$ cat src/rtl/tt_uio_uart_tx.sv
// Byte-wide UART transmitter: valid/ready write port, small FIFO, 8N1 LSB-first serialiser on a uio pin.
// Optional even parity bit between data and stop when TT_UART_TX_PARITY_EN is defined.
module tt_uio_uart_tx #(
  parameter int DIV        = 104,
  parameter int FIFO_DEPTH = 4
) (
  input  logic                          clk,
  input  logic                          rst_n,
  input  logic                          ena,
  input  logic [7:0]                    wr_data,
  input  logic                          wr_valid,
  output logic                          wr_ready,
  output logic                          tx,
  output logic                          tx_oe,
  output logic                          busy,
  output logic [$clog2(FIFO_DEPTH):0]   level
);

  localparam int CNT_W = $clog2(DIV);
  localparam int PTR_W = $clog2(FIFO_DEPTH);
  localparam int LVL_W = PTR_W + 1;

  localparam logic [CNT_W-1:0] DIV_M1  = CNT_W'(DIV - 1);
  localparam logic [CNT_W-1:0] CNT_ONE = CNT_W'(1);
  localparam logic [PTR_W:0]   PTR_ONE = (PTR_W + 1)'(1);
  localparam logic [LVL_W-1:0] LVL_ONE = LVL_W'(1);
  localparam logic [LVL_W-1:0] LVL_MAX = LVL_W'(FIFO_DEPTH);

  typedef enum logic [2:0] {
    ST_IDLE,
    ST_START,
    ST_DATA,
`ifdef TT_UART_TX_PARITY_EN
    ST_PARITY,
`endif
    ST_STOP
  } state_t;

  state_t           state_q, state_d;
  logic [CNT_W-1:0] cnt_q, cnt_d;
  logic [2:0]       bit_q, bit_d;
  logic [7:0]       shreg_q, shreg_d;
  logic             tx_q, tx_d;
  logic [7:0]       mem [FIFO_DEPTH];
  logic [PTR_W:0]   wr_ptr_q, rd_ptr_q;
  logic [LVL_W-1:0] level_q;
  logic             push, pop, full, cnt_zero, can_pop;
  logic [7:0]       head;
`ifdef TT_UART_TX_PARITY_EN
  logic             parity_q;
`endif

  assign full     = (level_q == LVL_MAX);
  assign wr_ready = ena && !full;
  assign push     = wr_valid && wr_ready;
  assign head     = mem[rd_ptr_q[PTR_W-1:0]];
  assign cnt_zero = (cnt_q == '0);
  assign can_pop  = ena && (level_q != '0);

  assign tx    = tx_q;
  assign tx_oe = ena;
  assign busy  = (state_q != ST_IDLE);
  assign level = level_q;

  // Frame sequencer: every state/bit entry reloads the baud counter, advance on zero.
  always_comb begin
    state_d = state_q;
    cnt_d   = cnt_q;
    bit_d   = bit_q;
    shreg_d = shreg_q;
    tx_d    = tx_q;
    pop     = 1'b0;
    case (state_q)
      ST_IDLE: begin
        tx_d = 1'b1;
        if (can_pop) begin
          pop     = 1'b1;
          state_d = ST_START;
          cnt_d   = DIV_M1;
          shreg_d = head;
          tx_d    = 1'b0;
        end
      end
      ST_START: begin
        if (cnt_zero) begin
          state_d = ST_DATA;
          cnt_d   = DIV_M1;
          bit_d   = 3'd0;
          tx_d    = shreg_q[0];
        end else begin
          cnt_d = cnt_q - CNT_ONE;
        end
      end
      ST_DATA: begin
        if (cnt_zero) begin
          cnt_d = DIV_M1;
          if (bit_q == 3'd7) begin
`ifdef TT_UART_TX_PARITY_EN
            state_d = ST_PARITY;
            tx_d    = parity_q;
`else
            state_d = ST_STOP;
            tx_d    = 1'b1;
`endif
          end else begin
            bit_d   = bit_q + 3'd1;
            shreg_d = {1'b0, shreg_q[7:1]};
            tx_d    = shreg_q[1];
          end
        end else begin
          cnt_d = cnt_q - CNT_ONE;
        end
      end
`ifdef TT_UART_TX_PARITY_EN
      ST_PARITY: begin
        if (cnt_zero) begin
          state_d = ST_STOP;
          cnt_d   = DIV_M1;
          tx_d    = 1'b1;
        end else begin
          cnt_d = cnt_q - CNT_ONE;
        end
      end
`endif
      ST_STOP: begin
        if (cnt_zero) begin
          cnt_d = DIV_M1;
          if (can_pop) begin
            pop     = 1'b1;
            state_d = ST_START;
            shreg_d = head;
            tx_d    = 1'b0;
          end else begin
            state_d = ST_IDLE;
            tx_d    = 1'b1;
          end
        end else begin
          cnt_d = cnt_q - CNT_ONE;
        end
      end
      default: begin
        state_d = ST_IDLE;
        tx_d    = 1'b1;
      end
    endcase
  end

  always_ff @(posedge clk or negedge rst_n) begin
    if (!rst_n) begin
      state_q  <= ST_IDLE;
      cnt_q    <= '0;
      bit_q    <= 3'd0;
      tx_q     <= 1'b1;
      wr_ptr_q <= '0;
      rd_ptr_q <= '0;
      level_q  <= '0;
    end else begin
      state_q <= state_d;
      cnt_q   <= cnt_d;
      bit_q   <= bit_d;
      tx_q    <= tx_d;
      if (push) wr_ptr_q <= wr_ptr_q + PTR_ONE;
      if (pop)  rd_ptr_q <= rd_ptr_q + PTR_ONE;
      case ({push, pop})
        2'b10:   level_q <= level_q + LVL_ONE;
        2'b01:   level_q <= level_q - LVL_ONE;
        default: level_q <= level_q;
      endcase
    end
  end

  // Byte storage and shifter carry no reset; they are qualified by the control state.
  always_ff @(posedge clk) begin
    if (push) mem[wr_ptr_q[PTR_W-1:0]] <= wr_data;
    shreg_q <= shreg_d;
`ifdef TT_UART_TX_PARITY_EN
    if (pop) parity_q <= ^head;
`endif
  end

endmodule

$ cat config.mk
export PLATFORM = sky130hd
export DESIGN_NAME = tt_uio_uart_tx
export DESIGN_NICKNAME = d
export VERILOG_FILES = /design/src/rtl/tt_uio_uart_tx.sv
export SDC_FILE = /design/constraint.sdc
export NUM_CORES = 1
export LEC_CHECK = 0
export BUFFER_PORTS_ARGS = -buffer_cell sky130_fd_sc_hd__clkbuf_2
export CORE_MARGIN = 1.5
export CORE_UTILIZATION = 37
export DETAILED_ROUTE_END_ITERATION = 6
export PLACE_DENSITY = 0.53
export SYNTH_ARGS = -nofsm -noshare
export SYNTH_HDL_FRONTEND = slang
export SYNTH_SLANG_ARGS = --single-unit
export TNS_END_PERCENT = 1
$ cat constraint.sdc
create_clock -name clk -period 5 [get_ports clk]
set_clock_uncertainty 0.1 [all_clocks]
set_input_delay 0.75 -clock clk [delete_from_list [all_inputs] [get_ports clk]]
set_output_delay 0.75 -clock clk [all_outputs]
set_load 0.05 [all_outputs]
==> impl_table.tex <==
\begin{tabular}{lr}
\hline
Metric & Value \\
\hline
\multicolumn{2}{l}{\textbf{Floorplan}} \\
Horizontal die dimension & 89.33 µm \\
Area of the core region & 7214 µm² \\
I/O pins & 19 \\
Initial Utilization & 0.3822 \\
Number of core rows & 31 \\
Die H & 89.33 µm \\
Overall die area & 7980 µm² \\
\multicolumn{2}{l}{\textbf{Placed design}} \\
Placed instance count & 305 \\
Final HPWL DP & 3292 µm \\
Standard cell area after detailed placement & 2935 µm² \\
Routability congestion estimate & approximately 0.73 \\
Buffers added on ports & 18 \\
\multicolumn{2}{l}{\textbf{Clock tree}} \\
Count of H-tree levels built during CTS & 3 \\
CTS tree & yes \\
Library cell used as clock root buffer & sky130\_fd\_sc\_hd\_\_clkbuf\_8 \\
Total number of clock tree sinks & 60 \\
Post-CTS Resized & 0 \\
Number of buffers inserted during clock tree synthesis & 9 \\
Clock Tree Buf Depth & 2 \\
Clock latency of the later-clocked register in the worst-skew pair & 0.35 ns \\
Clock slew at reported path FFs & 0.08 ns \\
Number of setup buffers added after CTS & 0 \\
Total of hold buffers inserted after clock tree synthesis & 0 \\
\multicolumn{2}{l}{\textbf{Logic synthesis}} \\
Net count of the mapped netlist & 222 \\
Post-synthesis share of cell area spent on xor and xnor gates & 0.02541 \\
Synth warnings & 0 \\
Post-synthesis average cell area & 14.07 µm² \\
Distinct cell type count after synthesis & 40 \\
Number of enable-type register cells in the synthesized netlist & 40 \\
Share of synthesized cell area in and, or, nand and nor gates & 0.07804 \\
Arithmetic-cell share of the synthesized area counting full adders, half adders and majority gates & 0.06624 \\
Fraction of synthesis flops using an asynchronous set or reset pin & 0.3333 \\
Cell accounting for the most synthesized area & sky130\_fd\_sc\_hd\_\_edfxtp\_1 \\
Number of storage elements in the synthesis netlist & 60 \\
Area share of the leading cell type in the synthesized netlist & 0.4356 \\
Top cells by area in the synthesized netlist & sky130\_fd\_sc\_hd\_\_edfxtp\_1 (44\%), sky130\_fd\_sc\_hd\_\_dfrtp\_1 (17\%), sky130\_fd\_sc\_hd\_\_mux4\_2 (6.5\%), sky130\_fd\_sc\_hd\_\_ha\_1 (5.9\%), sky130\_fd\_sc\_hd\_\_a22o\_1 (3.2\%) \\
Mux share of post-synthesis cell area & 0.07350 \\
Leading register cell type out of synthesis & sky130\_fd\_sc\_hd\_\_edfxtp\_1 \\
Post-Synthesis Cells & $\sim$200 \\
Combined area of all synthesized cells & 2758 µm² \\
Largest family of logic cells by synthesized area & compound AO/OA/AOI/OAI gates \\
Sequential area share after synthesis & 0.6175 \\
Share of the synthesized area in compound gates (AO/OA/AOI/OAI) & 0.1071 \\
\multicolumn{2}{l}{\textbf{Cells and area}} \\
Cell Count, Final, Fillers Out & 321 \\
Final net count & about 240 \\
Area grow syn2layout & 13.88\% \\
Share of post-route cells with drive strength above 1 & 0.2207 \\
Post-route cell area & 3141 µm² \\
Diodes inserted & 0 \\
\multicolumn{2}{l}{\textbf{Flow run}} \\
Max-Cap Viols & 0 \\
\multicolumn{2}{l}{\textbf{GRT}} \\
Maximum number of pins on one net before global-route repair & 21 \\
Busiest metal layer after global routing & met2 \\
First-pass GRT wire length & between 7000 and 8000 µm \\
Antenna violations before repair & 0 \\
Met3 GRT Util & 0.05263 \\
GRT Overall Usage & 0.1413 \\
Vias in the first global route & 1,555 \\
Grt met1 use & 0.1798 \\
Met2 usage & 0.2139 \\
Sum of overflow across all layers after global routing & 0 \\
\multicolumn{2}{l}{\textbf{Timing}} \\
Period minus WS final & 2.777 ns \\
Final setup violation count & 0 \\
Number of pins exceeding their max-slew limit in the final report & 0 \\
Setup repair after global routing missed its margin & false \\
Number of failing hold endpoints at the final stage & 0 \\
Least-Margin Pin Slew & 0.8328 ns \\
Highest clock rate & 360.1 MHz \\
Period utilisation layout & 0.5553 \\
Post-Route Hold Slack & 0.2652 ns \\
Max transition margin & 0.4401 \\
Setup total negative slack & 0 ns \\
\multicolumn{2}{l}{\textbf{Setup path}} \\
Kind of start point of the critical path & register \\
Slowest cell delay on critical path & 0.41 ns \\
Highest net fanout along the worst path & 6 \\
Data required time of the critical path & $\sim$5.2 ns \\
Largest delay share family, worst path & adder cells \\
Worst-path cell with the longest stage delay & sky130\_fd\_sc\_hd\_\_dfrtp\_1 \\
CP endpoint kind & register \\
Crit-path cells & inv\_1, ha\_1, nor2b\_1, a31oi\_1, nor3\_1, ha\_1, inv\_1, fa\_1, xor2\_1, nor2\_1, xor2\_1 \\
Category of the most critical setup path & register to register \\
Arrival time reported for the critical path endpoint & 2.95 ns \\
Sum of buffers and inverters on the critical path & 2 \\
\multicolumn{2}{l}{\textbf{Power}} \\
Reported leakage power & 1.219 nW \\
IR drop worst, VDD & 0.0001894 V \\
Total power consumption of the routed design & 1.961 mW \\
Power density cells & 624.5 nW/µm² \\
\multicolumn{2}{l}{\textbf{Drt}} \\
Starting DRT DRC Count & 97 \\
Via-to-Cell Ratio & between 5 and 6 \\
DR pass1 iterations & 4 \\
Mean routed wirelength per cell & 15.25 µm \\
Via count & 1,607 \\
Routed wire length & 4894 µm \\
Post-detailed-route count of antenna-violating nets & 0 \\
Number of design rule violations left after detail routing & 0 \\
\multicolumn{2}{l}{\textbf{Worst hold path}} \\
Path class of the lowest-slack min-delay path & primary input to async pin \\
\multicolumn{2}{l}{\textbf{Outcome}} \\
Status & finished, final reports clean \\
\hline
\end{tabular}
through the flow:
step,setup WS [ns],utilization
global route,1.992,0.4353
CTS,2.223,0.4353
finish,2.223,0.4353
global placement,2.332,0.4069
floorplan,1.764,-
detailed placement,2.278,0.4069
metal layers:
layer / up-vias / wire [µm]
li1: 782 / -
met1: 791 / 2313
met2: 27 / 2301
met3: 7 / 176
met4: 0 / 102
met5: - / 0
cells in the final DEF (no fill, tap or decap), types with 2 or more instances in the layout:
cell,Yosys,routed
sky130_fd_sc_hd__ha_1,13,13
sky130_fd_sc_hd__a21oi_1,6,6
sky130_fd_sc_hd__nor2_1,8,8
sky130_fd_sc_hd__xnor2_1,3,3
sky130_fd_sc_hd__inv_1,14,14
sky130_fd_sc_hd__o21ai_0,9,9
sky130_fd_sc_hd__clkbuf_8,0,9
sky130_fd_sc_hd__clkinv_4,0,2
sky130_fd_sc_hd__a31oi_1,3,3
sky130_fd_sc_hd__and2_2,2,2
sky130_fd_sc_hd__o31ai_1,3,3
sky130_fd_sc_hd__nand3_1,4,4
sky130_fd_sc_hd__nor3_1,6,6
sky130_fd_sc_hd__nand2_1,9,9
sky130_fd_sc_hd__edfxtp_1,40,40
sky130_fd_sc_hd__clkbuf_2,0,18
sky130_fd_sc_hd__mux4_2,8,8
sky130_fd_sc_hd__o21a_1,2,2
sky130_fd_sc_hd__inv_6,0,3
sky130_fd_sc_hd__and2_1,2,2
sky130_fd_sc_hd__a32o_1,2,2
sky130_fd_sc_hd__a22o_1,10,10
sky130_fd_sc_hd__dfrtp_1,19,19
sky130_fd_sc_hd__xor2_1,5,5
sky130_fd_sc_hd__and3_1,4,4
worst register-to-register path: stages (launching register included):
cell and delay, ns:
sky130_fd_sc_hd__dfrtp_1 0.41, sky130_fd_sc_hd__inv_1 0.10, sky130_fd_sc_hd__ha_1 0.17, sky130_fd_sc_hd__nor2b_1 0.36, sky130_fd_sc_hd__a31oi_1 0.18, sky130_fd_sc_hd__nor3_1 0.30, sky130_fd_sc_hd__ha_1 0.25, sky130_fd_sc_hd__inv_1 0.06
sky130_fd_sc_hd__fa_1 0.37, sky130_fd_sc_hd__xor2_1 0.15, sky130_fd_sc_hd__nor2_1 0.11, sky130_fd_sc_hd__xor2_1 0.14
power by group:
part | switching [mW] | internal [mW] | total, mW | leakage (nW)
registers | 0.132 | 0.694 | 0.827 | 0.608
clock network | 0.217 | 0.237 | 0.454 | 0.101
logic | 0.391 | 0.289 | 0.681 | 0.510
total | 0.741 | 1.22 | 1.96 | 1.22
Yosys cell counts (all sizes together), types with 2 or more instances:
| cell | instances |
|---|---|
| o21ai | 10 |
| a21oi | 6 |
| o31ai | 3 |
| and2 | 4 |
| and3 | 4 |
| a32o | 2 |
| xor2 | 5 |
| o21a | 2 |
| inv | 14 |
| mux2 | 2 |
| clkbuf | 5 |
| a31oi | 3 |
| a22o | 10 |
| nand2 | 10 |
| ha | 13 |
| xnor2 | 3 |
| nor3 | 6 |
| nand3 | 4 |
| nor2 | 8 |
| dfrtp | 19 |
| edfxtp | 40 |
| buf | 3 |
| mux4 | 8 |
flip-flops by register name, indices dropped and copies added, names as in the netlist:
register,flops
cnt_q,7
rd_ptr_q,2
wr_ptr_q,2
mem,32
tx,1
state_q,2
shreg_q,8
level,3
bit_q,3
path summary, 6_finish.rpt:
check,startpoint,cells after the start,end,slack [ns]
worst max-delay path,cnt_q[0],11,level[2],2.22
worst min-delay path,rst_n,1,cnt_q[5],0.27
min in group clk,cnt_q[0],1,cnt_q[0],0.42
max in group asynchronous,rst_n,1,level[0],4.16
worst min register to register,cnt_q[0],1,cnt_q[0],0.42
worst max register to register,cnt_q[0],11,level[2],2.22
final cells by class:
class	count	area [µm²]
clock buffers	9	123.9
clock inverters	7	81.33
fillers	679	4074
inverters	14	52.55
multi-input cells	114	965.9
flip-flops and latches	60	1703
well taps	99	123.9
repair buffers	18	90.09
cell families (layout without fill, tap and decap cells):
group / count (synthesis) / in the layout
buffers and inverters: 22 / 48
xor gates and xnor gates: 8 / 8
muxes: 10 / 10
and+or+nand+nor: 40 / 40
adders and majority gates: 14 / 14
DFF: 60 / 60
AOI/OAI and AO/OA: 42 / 42
No activity file was read; power rests on OpenSTA's default activity.
